===== config.mk =====
export PLATFORM = sky130hd
export DESIGN_NAME = id_ex_stage
export DESIGN_NICKNAME = d
export VERILOG_FILES = /design/src/rtl/id_ex_stage_pkg.sv /design/src/rtl/id_ex_stage_hazard_detect.sv /design/src/rtl/id_ex_stage.sv
export SDC_FILE = /design/constraint.sdc
export NUM_CORES = 1
export LEC_CHECK = 0
export ABC_CLOCK_PERIOD_IN_PS = 2020
export BUFFER_PORTS_ARGS = -buffer_cell sky130_fd_sc_hd__buf_4
export CAP_MARGIN = 5
export CORE_ASPECT_RATIO = 0.7
export CORE_MARGIN = 10
export CORE_UTILIZATION = 36
export DETAILED_ROUTE_END_ITERATION = 8
export PLACE_DENSITY_LB_ADDON = 0.1
export SETUP_SLACK_MARGIN = 0.05
export SLEW_MARGIN = 40
export SYNTH_ARGS = -nofsm -noshare
export SYNTH_HDL_FRONTEND = slang
export SYNTH_SLANG_ARGS = --single-unit

===== constraint.sdc =====
create_clock -name clk -period 2.02 [get_ports clk]
set_input_delay 0.404 -clock clk [delete_from_list [all_inputs] [get_ports clk]]
set_output_delay 0.404 -clock clk [all_outputs]
set_load 0.02 [all_outputs]

===== src/rtl/id_ex_stage_pkg.sv =====
// Shared types and constants for the ID/EX pipeline stage.
// Latency: n/a (types and constants only).
// Backpressure: n/a.
// Contents: ctrl_t control bundle, XZR register index, CTRL_BUBBLE no-op control word.
package id_ex_stage_pkg;

   // Control bundle carried down the pipe; field order fixes the 8-bit packing.
   typedef struct packed {
      logic       RegWrite;
      logic       MemRead;
      logic       MemWrite;
      logic       MemToReg;
      logic       ALUSrc;
      logic [2:0] ALUOp;
   } ctrl_t;

   // Zero register: writes are discarded, so it can never carry a dependency.
   localparam logic [4:0] XZR = 5'd31;

   // All-zero control: RegWrite=0 and MemWrite=0, so a bubble is never forwarded.
   localparam ctrl_t CTRL_BUBBLE = '0;

endpackage


===== src/rtl/id_ex_stage_hazard_detect.sv =====
// Load-use hazard detector: flags an IF/ID instruction that reads the destination of a load in ID/EX.
// Latency: purely combinational, result valid in the same cycle.
// Backpressure: none; the parent turns luh into a stall.
// Ports: idex_valid/idex_mem_read/idex_rd (instruction in ID/EX), ifid_valid/ifid_rn/ifid_rm/
//        ifid_use_rn/ifid_use_rm (instruction in IF/ID), luh (hazard flag).
module hazard_detect
   import id_ex_stage_pkg::*;
(
   input  logic       idex_valid,
   input  logic       idex_mem_read,
   input  logic [4:0] idex_rd,
   input  logic       ifid_valid,
   input  logic [4:0] ifid_rn,
   input  logic [4:0] ifid_rm,
   input  logic       ifid_use_rn,
   input  logic       ifid_use_rm,
   output logic       luh
);

   logic rn_match;
   logic rm_match;

   // Only sources the instruction actually reads can create a dependency.
   assign rn_match = ifid_use_rn & (idex_rd == ifid_rn);
   assign rm_match = ifid_use_rm & (idex_rd == ifid_rm);

   assign luh = idex_valid & idex_mem_read & (idex_rd != XZR) & ifid_valid
              & (rn_match | rm_match);

endmodule


===== src/rtl/id_ex_stage.sv =====
// ID/EX pipeline register with load-use stall, flush and downstream hold; optional stall counter
// behind macro STALL_COUNTER_EN. Latency: one cycle from ifid_* to idex_*.
// Backpressure: hold freezes the stage and raises stall; flush overrides stall and inserts a bubble.
// Ports: clk, reset (sync, active-high); ifid_* decoded instruction in; flush, hold control;
//        stall to PC/IF-ID write enables; idex_*/IDEX_* registered outputs; stall_count (macro only).
module id_ex_stage
   import id_ex_stage_pkg::*;
#(
   parameter int STALL_CNT_W = 16
)
(
   input  logic                   clk,
   input  logic                   reset,
   input  logic                   ifid_valid,
   input  logic [4:0]             ifid_Rn,
   input  logic [4:0]             ifid_Rm,
   input  logic [4:0]             ifid_Rd,
   input  logic                   ifid_useRn,
   input  logic                   ifid_useRm,
   input  ctrl_t                  ifid_ctrl,
   input  logic [63:0]            ifid_rdata1,
   input  logic [63:0]            ifid_rdata2,
   input  logic [63:0]            ifid_imm,
   input  logic                   flush,
   input  logic                   hold,
   output logic                   stall,
   output logic                   idex_valid,
   output logic [4:0]             IDEX_Rn,
   output logic [4:0]             IDEX_Rm,
   output logic [4:0]             IDEX_Rd,
   output ctrl_t                  idex_ctrl,
   output logic [63:0]            idex_rdata1,
   output logic [63:0]            idex_rdata2,
   output logic [63:0]            idex_imm
`ifdef STALL_COUNTER_EN
   ,
   output logic [STALL_CNT_W-1:0] stall_count
`endif
);

   logic luh;

   hazard_detect u_hazard_detect (
      .idex_valid    (idex_valid),
      .idex_mem_read (idex_ctrl.MemRead),
      .idex_rd       (IDEX_Rd),
      .ifid_valid    (ifid_valid),
      .ifid_rn       (ifid_Rn),
      .ifid_rm       (ifid_Rm),
      .ifid_use_rn   (ifid_useRn),
      .ifid_use_rm   (ifid_useRm),
      .luh           (luh)
   );

   // A flush discards the IF/ID instruction anyway, so there is nothing to stall for.
   // Reset masks stall so hold is ignored while the pipe is being cleared.
   assign stall = ~reset & (luh | hold) & ~flush;

   always_ff @(posedge clk) begin
      if (reset) begin
         idex_valid  <= 1'b0;
         idex_ctrl   <= CTRL_BUBBLE;
         IDEX_Rn     <= XZR;
         IDEX_Rm     <= XZR;
         IDEX_Rd     <= XZR;
         idex_rdata1 <= '0;
         idex_rdata2 <= '0;
         idex_imm    <= '0;
      end else if (flush) begin
         // Bubble: only valid and ctrl matter, the rest is left as-is.
         idex_valid <= 1'b0;
         idex_ctrl  <= CTRL_BUBBLE;
      end else if (hold) begin
         // Downstream busy: keep every field.
      end else if (luh) begin
         // Bubble with XZR register fields so nothing can match it next cycle;
         // MemRead=0 guarantees the stall lasts a single cycle.
         idex_valid <= 1'b0;
         idex_ctrl  <= CTRL_BUBBLE;
         IDEX_Rn    <= XZR;
         IDEX_Rm    <= XZR;
         IDEX_Rd    <= XZR;
      end else begin
         idex_valid  <= ifid_valid;
         idex_ctrl   <= ifid_valid ? ifid_ctrl : CTRL_BUBBLE;
         IDEX_Rn     <= ifid_Rn;
         IDEX_Rm     <= ifid_Rm;
         IDEX_Rd     <= ifid_Rd;
         idex_rdata1 <= ifid_rdata1;
         idex_rdata2 <= ifid_rdata2;
         idex_imm    <= ifid_imm;
      end
   end

`ifdef STALL_COUNTER_EN
   // Saturating count of stalled cycles.
   always_ff @(posedge clk) begin
      if (reset) begin
         stall_count <= '0;
      end else if (stall && (stall_count != {STALL_CNT_W{1'b1}})) begin
         stall_count <= stall_count + {{(STALL_CNT_W-1){1'b0}}, 1'b1};
      end
   end
`endif

endmodule


==> impl_metrics.toml <==
[outcome]
outcome = "finished, violations left"
violations = "negative setup slack"

[synth]
ys_seq_area_frac = 0.349
synth_area_mm2 = 0.0124
ys_types = 26
yosysMostFrequentCell = "and3_1"
synth.net_count = 1657
synthCells = 1435
yosysTopAreaCell = "dfxtp_1"
synth_top_family_by_area = "simple AND/OR/NAND/NOR gates"
yosys.area_share.simple = 0.268
synth_top_area_frac = 0.349
avgSynthCellArea_um2 = 8.63
synth_fa_ha_area_frac = 0
synth_compound_area_frac = 0.152
synth-edff-count = 0
yosysWarnings = 0
synth_common_cells = "and3_1 (384), dfxtp_1 (216), nand2_1 (195), a32oi_1 (193), mux2i_1 (192)"
synth_ff_type = "dfxtp_1"
synth-async-reset-ratio = 0
synth_seq_cells = 216
synth_mux_area_frac = 0.155
synth.area.top_cells = "dfxtp_1 (35%), and3_1 (19%), mux2i_1 (16%)"
synth-xor-area-share = 0.00707

[clocking]
ctsHoldBuffers = 0
clock-root-buffer = "clkbuf_16"
clk_latency_ns = 0.53
cts_tree = "built"
clockBufferDepth = 3
clk_pin_slew_worst_paths_ns = 0.06
cts.sinks = 216
cts_buffers = 26
ctsHtreeMaxLevel = 1

[placement]
portBuffers = 438
dp_worst_setup_slack_ns = -0.0262
placed_area_mm2 = 0.0163
gp_congestion = 0.800
hpwl_um = 32400

[global_routing]
grt_max_degree = 159
track_usage = 0.209
grt_antenna_before_repair = 4
grt_pass1_vias = 12300
grt_pass1_wl_um = 73100
grt_overflow_total = 0

[pwr]
p_sw_uw = 3540
power.leakage_uw = 0.00901
seqPwrFrac = 0.404
power.internal_uw = 8570
combPwrFrac = 0.207
power_density_mw_per_mm2 = 672
power_frac_clock = 0.388
ir_drop_mv = 0.473
p_sw_frac = 0.293

[routing]
route.detailed.drc = 0
postRouteAntennaNets = 0
first_pass_iters = 5
viasPerCell = 5.63
routed_wl_um = 49900
vias = 12900
wl_per_cell_um = 21.9
drt_iter0_drc = 800

[final_layout]
syn_to_final_growth_pct = 45.6
nFillCells = 3087
drive_gt1_frac = 0.345
fin_nets = 2023
finish.instance_area_mm2 = 0.0180

[die]
row_count = 56
io_pins = 439
die_x_um = 242
coreArea_mm2 = 0.0337
initial_core_util = 0.367
dieArea_mm2 = 0.0423
die_h_um = 175

[sta]
tightest_slew_ns = 0.553
timing.final.crit_share = 1.09
fin_crit_ns = 2.20
setup_slack_ns = -0.183
maxSlewHeadroom = 0.631
skew_ns = 0.0152
rsz0062_at_grt = "yes"
fmax_mhz = 454
setup_viol_count_final = 1
finalHoldViolations = 0
setup_tns_ns = -0.183
drv_slew = 0

[job]
max_cap_violations = 0

[setup_path]
crit_path_start_kind = "flip-flop"
setup.worst_path.end_class = "output pin"
worstPathArrival_ns = 1.80
crit_type = "reg2out"
cp.required_ns = 1.62
cp_max_fo = 5

[min_path]
hp-class = "in2reg"
==> kinds of logic after synthesis <==
logic type                Yosys count
and+or+nand+nor                   616
AOI/OAI and AO/OA                 221
DFF                               216
muxes                             192
buffers and inverters             180
xor gates and xnor gates           10
==> power groups by stage <==
| stage | clock network (uW) | logic [uW] | registers [uW] |
|---|---|---|---|
| 4_1_cts | 4810 | 2510 | 4880 |
| 5_1_grt | 5010 | 2690 | 4950 |
| 6_report | 4700 | 2510 | 4900 |
| 2_1_floorplan | 0 | 804 | 5350 |
| 3_5_place_dp | 0 | 2490 | 4970 |
| 3_3_place_gp | 0 | 2470 | 4950 |
==> cell usage in the layout, fill, tap and decap left out, drive strengths merged <==
master	n
and3	384
dfxtp	216
xnor2	10
clkinv	2
nor3	30
nand3	1
a21oi	15
o2111ai	1
buf	504
a21o	1
mux2i	192
nand4	3
nor2	2
bufinv	1
or2	1
diode	3
clkbuf	49
o2111a	1
a32oi	193
nand2	195
inv	4
a21boi	1
a22o	8
o22ai	1
==> worst paths after layout <==
path	from	slack (ns)	cells past startpoint	to
setup / recovery	IDEX_Rd[2]	-0.18	6	stall
hold / removal	ifid_ctrl[5]	0.09	2	idex_ctrl[5]
setup reg to reg	IDEX_Rd[0]	0.03	9	idex_rdata2[18]
hold reg to reg	idex_ctrl[0]	0.48	1	idex_ctrl[0]
==> critical path, cell delays in order (launching register included) <==
cell,delay (ns)
dfxtp_4,0.37
xnor2_1,0.17
nand4_1,0.17
o22ai_4,0.17
nand2_2,0.09
a21boi_2,0.15
buf_6,0.14
==> repair_timing <==
item                                    4_1_cts  5_1_grt
endpoints found under the setup margin        6      180
resized for setup                            17       73
gates cloned                                  0       16
pin swaps                                     9        3
setup buffers                                 5        5
==> registers in the layout, indices dropped and copies added (netlist names) <==
name,count
idex_rdata1,64
idex_ctrl,8
idex_rdata2,64
idex_imm,64
IDEX_Rm,5
IDEX_Rn,5
idex_valid,1
IDEX_Rd,5
==> final cells by class <==
class                           instances  area [um^2]  area share
Clock inverter                          4         51.3     0.00285
Tap cell                              464          581      0.0322
Sequential cell                       216         4340       0.241
Clock buffer                           38          787      0.0437
Multi-Input combinational cell       1039         7580       0.421
Timing Repair Buffer                  515         4650       0.258
Inverter                                3         18.8     0.00104
Antenna cell                            3         7.51    0.000417
==> metal layers <==
layer	global-route usage	vias to the layer above	part of all wire
met5	0	-	0.00040
met4	0.0710	2	0.029
met3	0.0535	71	0.067
met2	0.340	386	0.48
met1	0.264	6217	0.42
li1	-	6175	-
==> stage by stage <==
stage,util,instances,hold slack [ns],power (uW)
6_report,0.535,2282,0.0884,12100
5_1_grt,0.535,2282,0.0721,12600
4_1_cts,0.513,2259,0.0619,12200
3_5_place_dp,0.485,2212,0.456,7460
3_3_place_gp,0.485,2212,0.459,7420
2_1_floorplan,-,1435,0.489,6160
Power figures use the tool's default switching activity.
